--- src/rtl/bmult_pkg.sv ---
// rtl/bmult_pkg.sv - shared sizing helpers for the pipelined multiplier
//
// Purpose: width helpers used by bmult_pipe and bmult_pp_stage.
//   slice_width(wb, stages) : ceil(wb/stages), bits of B consumed per stage.
//   prod_width(wa, wb)      : full product width, also the accumulator width.
// Ports: none (package).
package bmult_pkg;

  function automatic int slice_width(input int wb, input int stages);
    return (wb + stages - 1) / stages;
  endfunction

  function automatic int prod_width(input int wa, input int wb);
    return wa + wb;
  endfunction

endpackage

--- src/rtl/bmult_pp_stage.sv ---
// rtl/bmult_pp_stage.sv - one partial-product accumulate stage of bmult_pipe
//
// Purpose: registers acc + (a * b_slice) << (IDX*SW), where b_slice is the low
// SW bits of the remaining B. It forwards a, the remaining B shifted down by one
// slice, and the tag.
// Ports:
//   clk, rst             clock, asynchronous active-high reset
//   en                   advance enable (low while the pipe is stalled)
//   in_valid/out_valid   stage valid bit
//   in_acc/out_acc       running partial sum, PW bits
//   in_a/out_a           operand A, carried along with the data
//   in_b/out_b           remaining B slices, current slice in the LSBs
//   in_tag/out_tag       transaction tag
module bmult_pp_stage
  import bmult_pkg::*;
#(
  parameter int WA     = 22,
  parameter int WB     = 22,
  parameter int STAGES = 2,
  parameter int TAGW   = 4,
  parameter int IDX    = 0,
  localparam int SW    = slice_width(WB, STAGES),
  localparam int BW    = SW * STAGES,
  localparam int PW    = prod_width(WA, WB)
) (
  input  logic            clk,
  input  logic            rst,
  input  logic            en,
  input  logic            in_valid,
  input  logic [PW-1:0]   in_acc,
  input  logic [WA-1:0]   in_a,
  input  logic [BW-1:0]   in_b,
  input  logic [TAGW-1:0] in_tag,
  output logic            out_valid,
  output logic [PW-1:0]   out_acc,
  output logic [WA-1:0]   out_a,
  output logic [BW-1:0]   out_b,
  output logic [TAGW-1:0] out_tag
);

  logic [SW-1:0] slice;
  logic [PW-1:0] partial;

  assign slice   = in_b[SW-1:0];
  // The full product fits in PW bits, so truncating the shifted term is exact.
  assign partial = (PW'(in_a) * PW'(slice)) << (IDX * SW);

  always_ff @(posedge clk or posedge rst) begin
    if (rst) begin
      out_valid <= 1'b0;
      out_acc   <= '0;
      out_a     <= '0;
      out_b     <= '0;
      out_tag   <= '0;
    end else if (en) begin
      out_valid <= in_valid;
      // Data only moves with a valid word, so the final stage keeps showing
      // the last real product across bubbles.
      if (in_valid) begin
        out_acc <= in_acc + partial;
        out_a   <= in_a;
        out_b   <= in_b >> SW;
        out_tag <= in_tag;
      end
    end
  end

endmodule

--- src/rtl/bmult_pipe.sv ---
// rtl/bmult_pipe.sv - STAGES-deep pipelined unsigned multiplier with handshake
//
// Purpose: out_p = in_a * in_b, computed over STAGES stages of B-slice
// partial-product accumulation, with valid/ready handshaking, a global stall
// and tag passthrough.
// Optional: define BMULT_PIPE_PERF_CNT_EN to add perf_cnt (output transfers,
// wrapping) and stall_cnt (stall cycles, saturating).
// Ports:
//   clk, rst                   clock, asynchronous active-high reset
//   in_valid/in_ready          input handshake
//   in_a, in_b, in_tag         operands and tag
//   out_valid/out_ready        output handshake
//   out_p, out_tag             product and its tag
//   perf_cnt, stall_cnt        counters, present only with BMULT_PIPE_PERF_CNT_EN
module bmult_pipe
  import bmult_pkg::*;
#(
  parameter int WA     = 22,
  parameter int WB     = 22,
  parameter int STAGES = 2,
  parameter int TAGW   = 4
) (
  input  logic               clk,
  input  logic               rst,
  input  logic               in_valid,
  output logic               in_ready,
  input  logic [WA-1:0]      in_a,
  input  logic [WB-1:0]      in_b,
  input  logic [TAGW-1:0]    in_tag,
  output logic               out_valid,
  input  logic               out_ready,
  output logic [WA+WB-1:0]   out_p,
  output logic [TAGW-1:0]    out_tag
`ifdef BMULT_PIPE_PERF_CNT_EN
  ,
  output logic [31:0]        perf_cnt,
  output logic [31:0]        stall_cnt
`endif
);

  localparam int SW = slice_width(WB, STAGES);
  localparam int BW = SW * STAGES;
  localparam int PW = prod_width(WA, WB);

  // Index 0 is the input side; index k+1 is the output of stage k.
  logic            valid_c [STAGES+1];
  logic [PW-1:0]   acc_c   [STAGES+1];
  logic [WA-1:0]   a_c     [STAGES+1];
  logic [BW-1:0]   b_c     [STAGES+1];
  logic [TAGW-1:0] tag_c   [STAGES+1];

  logic ready_q;
  logic stall;
  logic accept;
  logic unused_tail;

  // Held low in reset and for the first cycle after, then tracks !stall.
  always_ff @(posedge clk or posedge rst) begin
    if (rst) ready_q <= 1'b0;
    else     ready_q <= 1'b1;
  end

  assign stall    = out_valid && !out_ready;
  assign in_ready = ready_q && !stall;
  assign accept   = in_valid && in_ready;

  assign valid_c[0] = accept;
  assign acc_c[0]   = '0;
  assign a_c[0]     = in_a;
  assign b_c[0]     = BW'(in_b);
  assign tag_c[0]   = in_tag;

  for (genvar k = 0; k < STAGES; k++) begin : g_stage
    bmult_pp_stage #(
      .WA(WA), .WB(WB), .STAGES(STAGES), .TAGW(TAGW), .IDX(k)
    ) u_stage (
      .clk      (clk),
      .rst      (rst),
      .en       (!stall),
      .in_valid (valid_c[k]),
      .in_acc   (acc_c[k]),
      .in_a     (a_c[k]),
      .in_b     (b_c[k]),
      .in_tag   (tag_c[k]),
      .out_valid(valid_c[k+1]),
      .out_acc  (acc_c[k+1]),
      .out_a    (a_c[k+1]),
      .out_b    (b_c[k+1]),
      .out_tag  (tag_c[k+1])
    );
  end

  assign out_valid = valid_c[STAGES];
  assign out_p     = acc_c[STAGES];
  assign out_tag   = tag_c[STAGES];

  // A and the exhausted B slices leaving the last stage have no consumer.
  assign unused_tail = &{1'b0, a_c[STAGES], b_c[STAGES]};

`ifdef BMULT_PIPE_PERF_CNT_EN
  always_ff @(posedge clk or posedge rst) begin
    if (rst) begin
      perf_cnt  <= '0;
      stall_cnt <= '0;
    end else begin
      if (out_valid && out_ready)
        perf_cnt <= perf_cnt + 32'd1;
      if (stall && (stall_cnt != 32'hFFFF_FFFF))
        stall_cnt <= stall_cnt + 32'd1;
    end
  end
`endif

endmodule

--- config.mk ---
export PLATFORM = sky130hd
export DESIGN_NAME = bmult_pipe
export DESIGN_NICKNAME = d
export VERILOG_FILES = /design/src/rtl/bmult_pkg.sv /design/src/rtl/bmult_pp_stage.sv /design/src/rtl/bmult_pipe.sv
export SDC_FILE = /design/constraint.sdc
export NUM_CORES = 1
export LEC_CHECK = 0
export ABC_AREA = 1
export CAP_MARGIN = 10
export CORE_MARGIN = 3
export CORE_UTILIZATION = 62
export CTS_CLUSTER_DIAMETER = 60
export DETAILED_ROUTE_END_ITERATION = 16
export PLACE_DENSITY = 0.81
export SKIP_CTS_REPAIR_TIMING = 1
export SLEW_MARGIN = 30
export SYNTH_ARGS = -nofsm -noshare
export SYNTH_HDL_FRONTEND = slang
export SYNTH_HIERARCHICAL = 1
export SYNTH_SLANG_ARGS = --single-unit
--- constraint.sdc ---
create_clock -name clk -period 11.29 [get_ports clk]
set_clock_uncertainty 0.05 [all_clocks]
set_input_delay 1.6935 -clock clk [delete_from_list [all_inputs] [get_ports clk]]
set_output_delay 1.6935 -clock clk [all_outputs]
set_load 0.05 [all_outputs]
# Word level (Yosys, flattened, before mapping)

Cells that the tools add are included.

Output and inout bits: 50
Input port bits: 52
Register bits after elaboration: 121

Reduce and logical (&&, ||, !) cells: 7
Multipliers: 2
$add $sub $neg: 1
Bitwise operators: 1

Operators with widths:

| operator            | number |
|---|---|
| $mul A22 B11 Y33    | 2 |
| $add A33 B44 Y44    | 1 |
| $reduce_and A2 Y1   | 2 |
| $logic_and A1 B1 Y1 | 3 |
| $logic_not A1 Y1    | 2 |
| $not A1 Y1          | 1 |

# Depth between registers and ports, before layout

Depth in word-level cells: 6
Gate-level depth with buffers: 35
Mapped depth without buffers: 34

# Modules after synthesis

The synthesis kept the hierarchy.

By module, submodules not included:

| module                              | times used | cells an instance | seq. area each (µm²) | area an instance (µm²) |
|---|---|---|---|---|
| bmult_pp_stage (g_stage[0].u_stage) | 1          | 1823              | 2052.0               | 13102.6 |
| bmult_pp_stage (g_stage[1].u_stage) | 1          | 1815              | 2052.0               | 13083.8 |
| bmult_pipe                          | 1          | 10                | 25.0                 | 66.3 |

# Worst setup path before layout

OpenSTA, ideal clock, no wires.

Kind: input -> register
From: input port in_b[7]
To: register g_stage[0].u_stage.out_acc[28]
Arrival time: 5.956 ns
Path slack: 5.166 ns
Data required time: 11.123 ns
Stages on the path: 21
Cells stage by stage: clkbuf_1 > nand2_1 > fa_1 > inv_1 > fa_1 > fa_1 > fa_1 > inv_1 > fa_1 > inv_1 > ha_1 > nand2_2 > inv_1 > a21oi_1 > nor2_1 > nor2_1 > nand2_2 > nand2_1 > nand3_1 > nand3_1 > nand2_1

Word-level cells in the longest chain between the ends: 1

RTL lines:

| what                   | RTL line             | RTL |
|---|---|---|
| start: declaration     | bmult_pipe.sv:28     | `input logic [WB-1:0] in_b,` |
| $mul A22 B11 Y33       | bmult_pp_stage.sv:46 | `assign partial = (PW'(in_a) * PW'(slice)) << (IDX * SW);` |
| end signal: assignment | bmult_pp_stage.sv:60 | `out_acc <= in_acc + partial;` |
| end: declaration       | bmult_pp_stage.sv:35 | `output logic [PW-1:0] out_acc,` |

No other way between the ends.
A chain may end at the register's enable or synchronous reset.

# Worst setup path after layout

From: register g_stage[0].u_stage.out_b[5]
To: register g_stage[1].u_stage.out_acc[43]

Word-level cells in the longest chain between the ends: 2

RTL lines:

| what                     | RTL line             | RTL |
|---|---|---|
| start: declaration       | bmult_pp_stage.sv:37 | `output logic [BW-1:0] out_b,` |
| start signal: assignment | bmult_pp_stage.sv:62 | `out_b <= in_b >> SW;` |
| $mul A22 B11 Y33         | bmult_pp_stage.sv:46 |  |
| $add A33 B44 Y44         | bmult_pp_stage.sv:60 |  |
| end signal: assignment   | bmult_pp_stage.sv:60 |  |
| end: declaration         | bmult_pp_stage.sv:35 |  |

No other way between the ends.

==> flow_summary.ini <==
[status]
status = finished, final reports clean

[setup_path]
r2r.worst_path.cells = 27
cp_slowest_cell = dfrtp_1
crit_path_end = g_stage[1].u_stage/out_acc[43]$_DFFE_PP0P_
r2r_end = g_stage[1].u_stage/out_acc[43]$_DFFE_PP0P_
crit_start = g_stage[0].u_stage/out_b[5]$_DFFE_PP0P_
end_kind = register
path_buf_inv = 2
crit_type = register to register
rrSetupSlack_ps = 4100
worst_setup_path_start_kind = register
cp_common_cell = nand2_1
cp_top_family = adder cells
cp.required_ps = 11590
cp_max_fo = 23
crit_arrival_ps = 7490
reg2reg_from = g_stage[0].u_stage/out_b[5]$_DFFE_PP0P_
crit_cells = 27
cpPeakStageDelay_ps = 990

[routing]
drtIter0Drc = 1750
drc_errors = 0
wl_met1_mm = 26.6
route.met3.wl_mm = 5.14
via_count = 21453
drtAntennaViolNets = 0
first_pass_iters = 6
top_layer = met4
wl_mm = 64.7
viasPerCell = 5.23
wl_met2_mm = 30.7
wl_per_cell_um = 15.8

[logic_synthesis]
synth.avg_cell_area_sq_um = 7.13
yosys_warnings = 6
synthCells = 3490
synthesis.area_sq_um = 24900

[die]
dieWidth_um = 206
dieArea_sq_um = 42600
pin_count = 102
initial_core_util_pct = 63.6
rows = 72
core_sq_um = 39100
die_h_um = 206

[clocking]
htree_levels = 4
worstSkewPairLatency_ps = 460
clock_sinks = 132
cts-root-buf = clkbuf_16
clkTransAtPathRegs_ps = 60
clock_path_buffers = 2
cts_tree = built
cts_buffers = 17

[sta]
slew_viol_final = 0
period_share_pct = 63.7
finalSetupViolations = 0
whs_ps = 427
tightest_slew_ps = 1020
fin_tns_setup_ps = 0
fmax_ghz = 0.139
relSlewSlack_pct = 32.0
rsz0062_at_grt = no
period_needed_ps = 7190
finalHoldViolations = 0

[grt]
antenna_found_initial = 1
first_global_vias = 22373
grt_overflow_total = 0
grt.total_usage_pct = 32.7
grt_max_degree = 86
grt_pass1_wl_mm = 110

[place]
dpl.hpwl_mm = 51.6
gp_congestion = 0.975
portBuffers = 101

[finish]
syn2layout_area_growth_pct = 8.25
drive_gt1_share_pct = 2.96
layout.nets = 4192

[job]
cap_violations = 0

[hold_path]
hold_class = register to register
whs_path_depth = 2
min_from = g_stage[1].u_stage/out_acc[41]$_DFFE_PP0P_
==> sequential cells by signal, summed over array words and instances, names as in the netlist <==
signal and cells:
g_stage.u_stage/out_acc 88, g_stage.u_stage/out_a 22, g_stage.u_stage/out_b 11, g_stage.u_stage/out_tag 8, g_stage.u_stage/out_valid 2, ready_q 1
==> routing by layer <==
layer  GRT usage (%)  up-vias
met5               0        -
met3            5.58      147
li1                -    10193
met4            12.3        0
met1            43.2    10292
met2            54.3      821
==> stage by stage <==
step | util (%) | cell area, sq um | setup slack, ps | cells
global route | 68.9 | 26900 | 3700 | 4100
floorplan | - | 25100 | 5170 | 3563
detailed placement | 67.6 | 26400 | 3730 | 4069
CTS | 69.0 | 27000 | 4200 | 4099
finish | 68.9 | 26900 | 4100 | 4100
global placement | 67.5 | 26400 | 3810 | 4069
==> cells in the final DEF, fill, tap and decap left out, types with 2 or more instances in the layout <==
cell,n
clkbuf_16,17
nand4_1,4
inv_2,4
and3_1,2
o21ai_1,10
a21oi_2,3
a31oi_1,5
dfrtp_1,131
clkdlybuf4s50_1,94
buf_2,7
xor2_1,22
conb_1,75
nand3_2,9
a21o_1,10
nor3_1,18
nand3_1,108
clkinv_4,4
nand2_2,25
inv_1,861
a21oi_1,80
ha_1,178
xnor2_1,33
and2_1,2
nand2_1,1219
clkinv_2,5
o21ai_2,2
nor2_4,3
fa_1,392
nor2_1,145
nand3b_1,7
buf_4,6
o21a_1,2
nor2_2,8
clkinvlp_4,2
nor4_1,7
o21bai_1,7
or2_1,4
nor3_2,2
o21ai_0,49
==> tightest hold or removal path, stage by stage (launching register included) <==
cell	delay [ps]
dfrtp_1	340
nand2_1	50
nand2_1	50
==> worst min-delay path by stage <==
stage / endpoint
after floorplan: g_stage[1].u_stage/out_acc[0]$_DFFE_PP0P_
after global placement: g_stage[1].u_stage/out_acc[4]$_DFFE_PP0P_
after detailed placement: g_stage[1].u_stage/out_acc[3]$_DFFE_PP0P_
after CTS: g_stage[1].u_stage/out_acc[0]$_DFFE_PP0P_
after global routing: g_stage[1].u_stage/out_acc[29]$_DFFE_PP0P_
final: g_stage[1].u_stage/out_acc[41]$_DFFE_PP0P_
==> layout make-up <==
| class | count | area, sq um |
|---|---|---|
| multi-input combinational | 2445 | 18100 |
| fill | 3349 | 12200 |
| sequential | 132 | 3300 |
| inverter | 866 | 3250 |
| timing repair buffer | 108 | 1030 |
| tap | 518 | 648 |
| clock buffer | 18 | 439 |
| clock inverter | 12 | 109 |
| antenna | 1 | 2.50 |
Power is not shown: default switching activity piles up to over one toggle a cycle in this logic, so the estimate is an artifact.
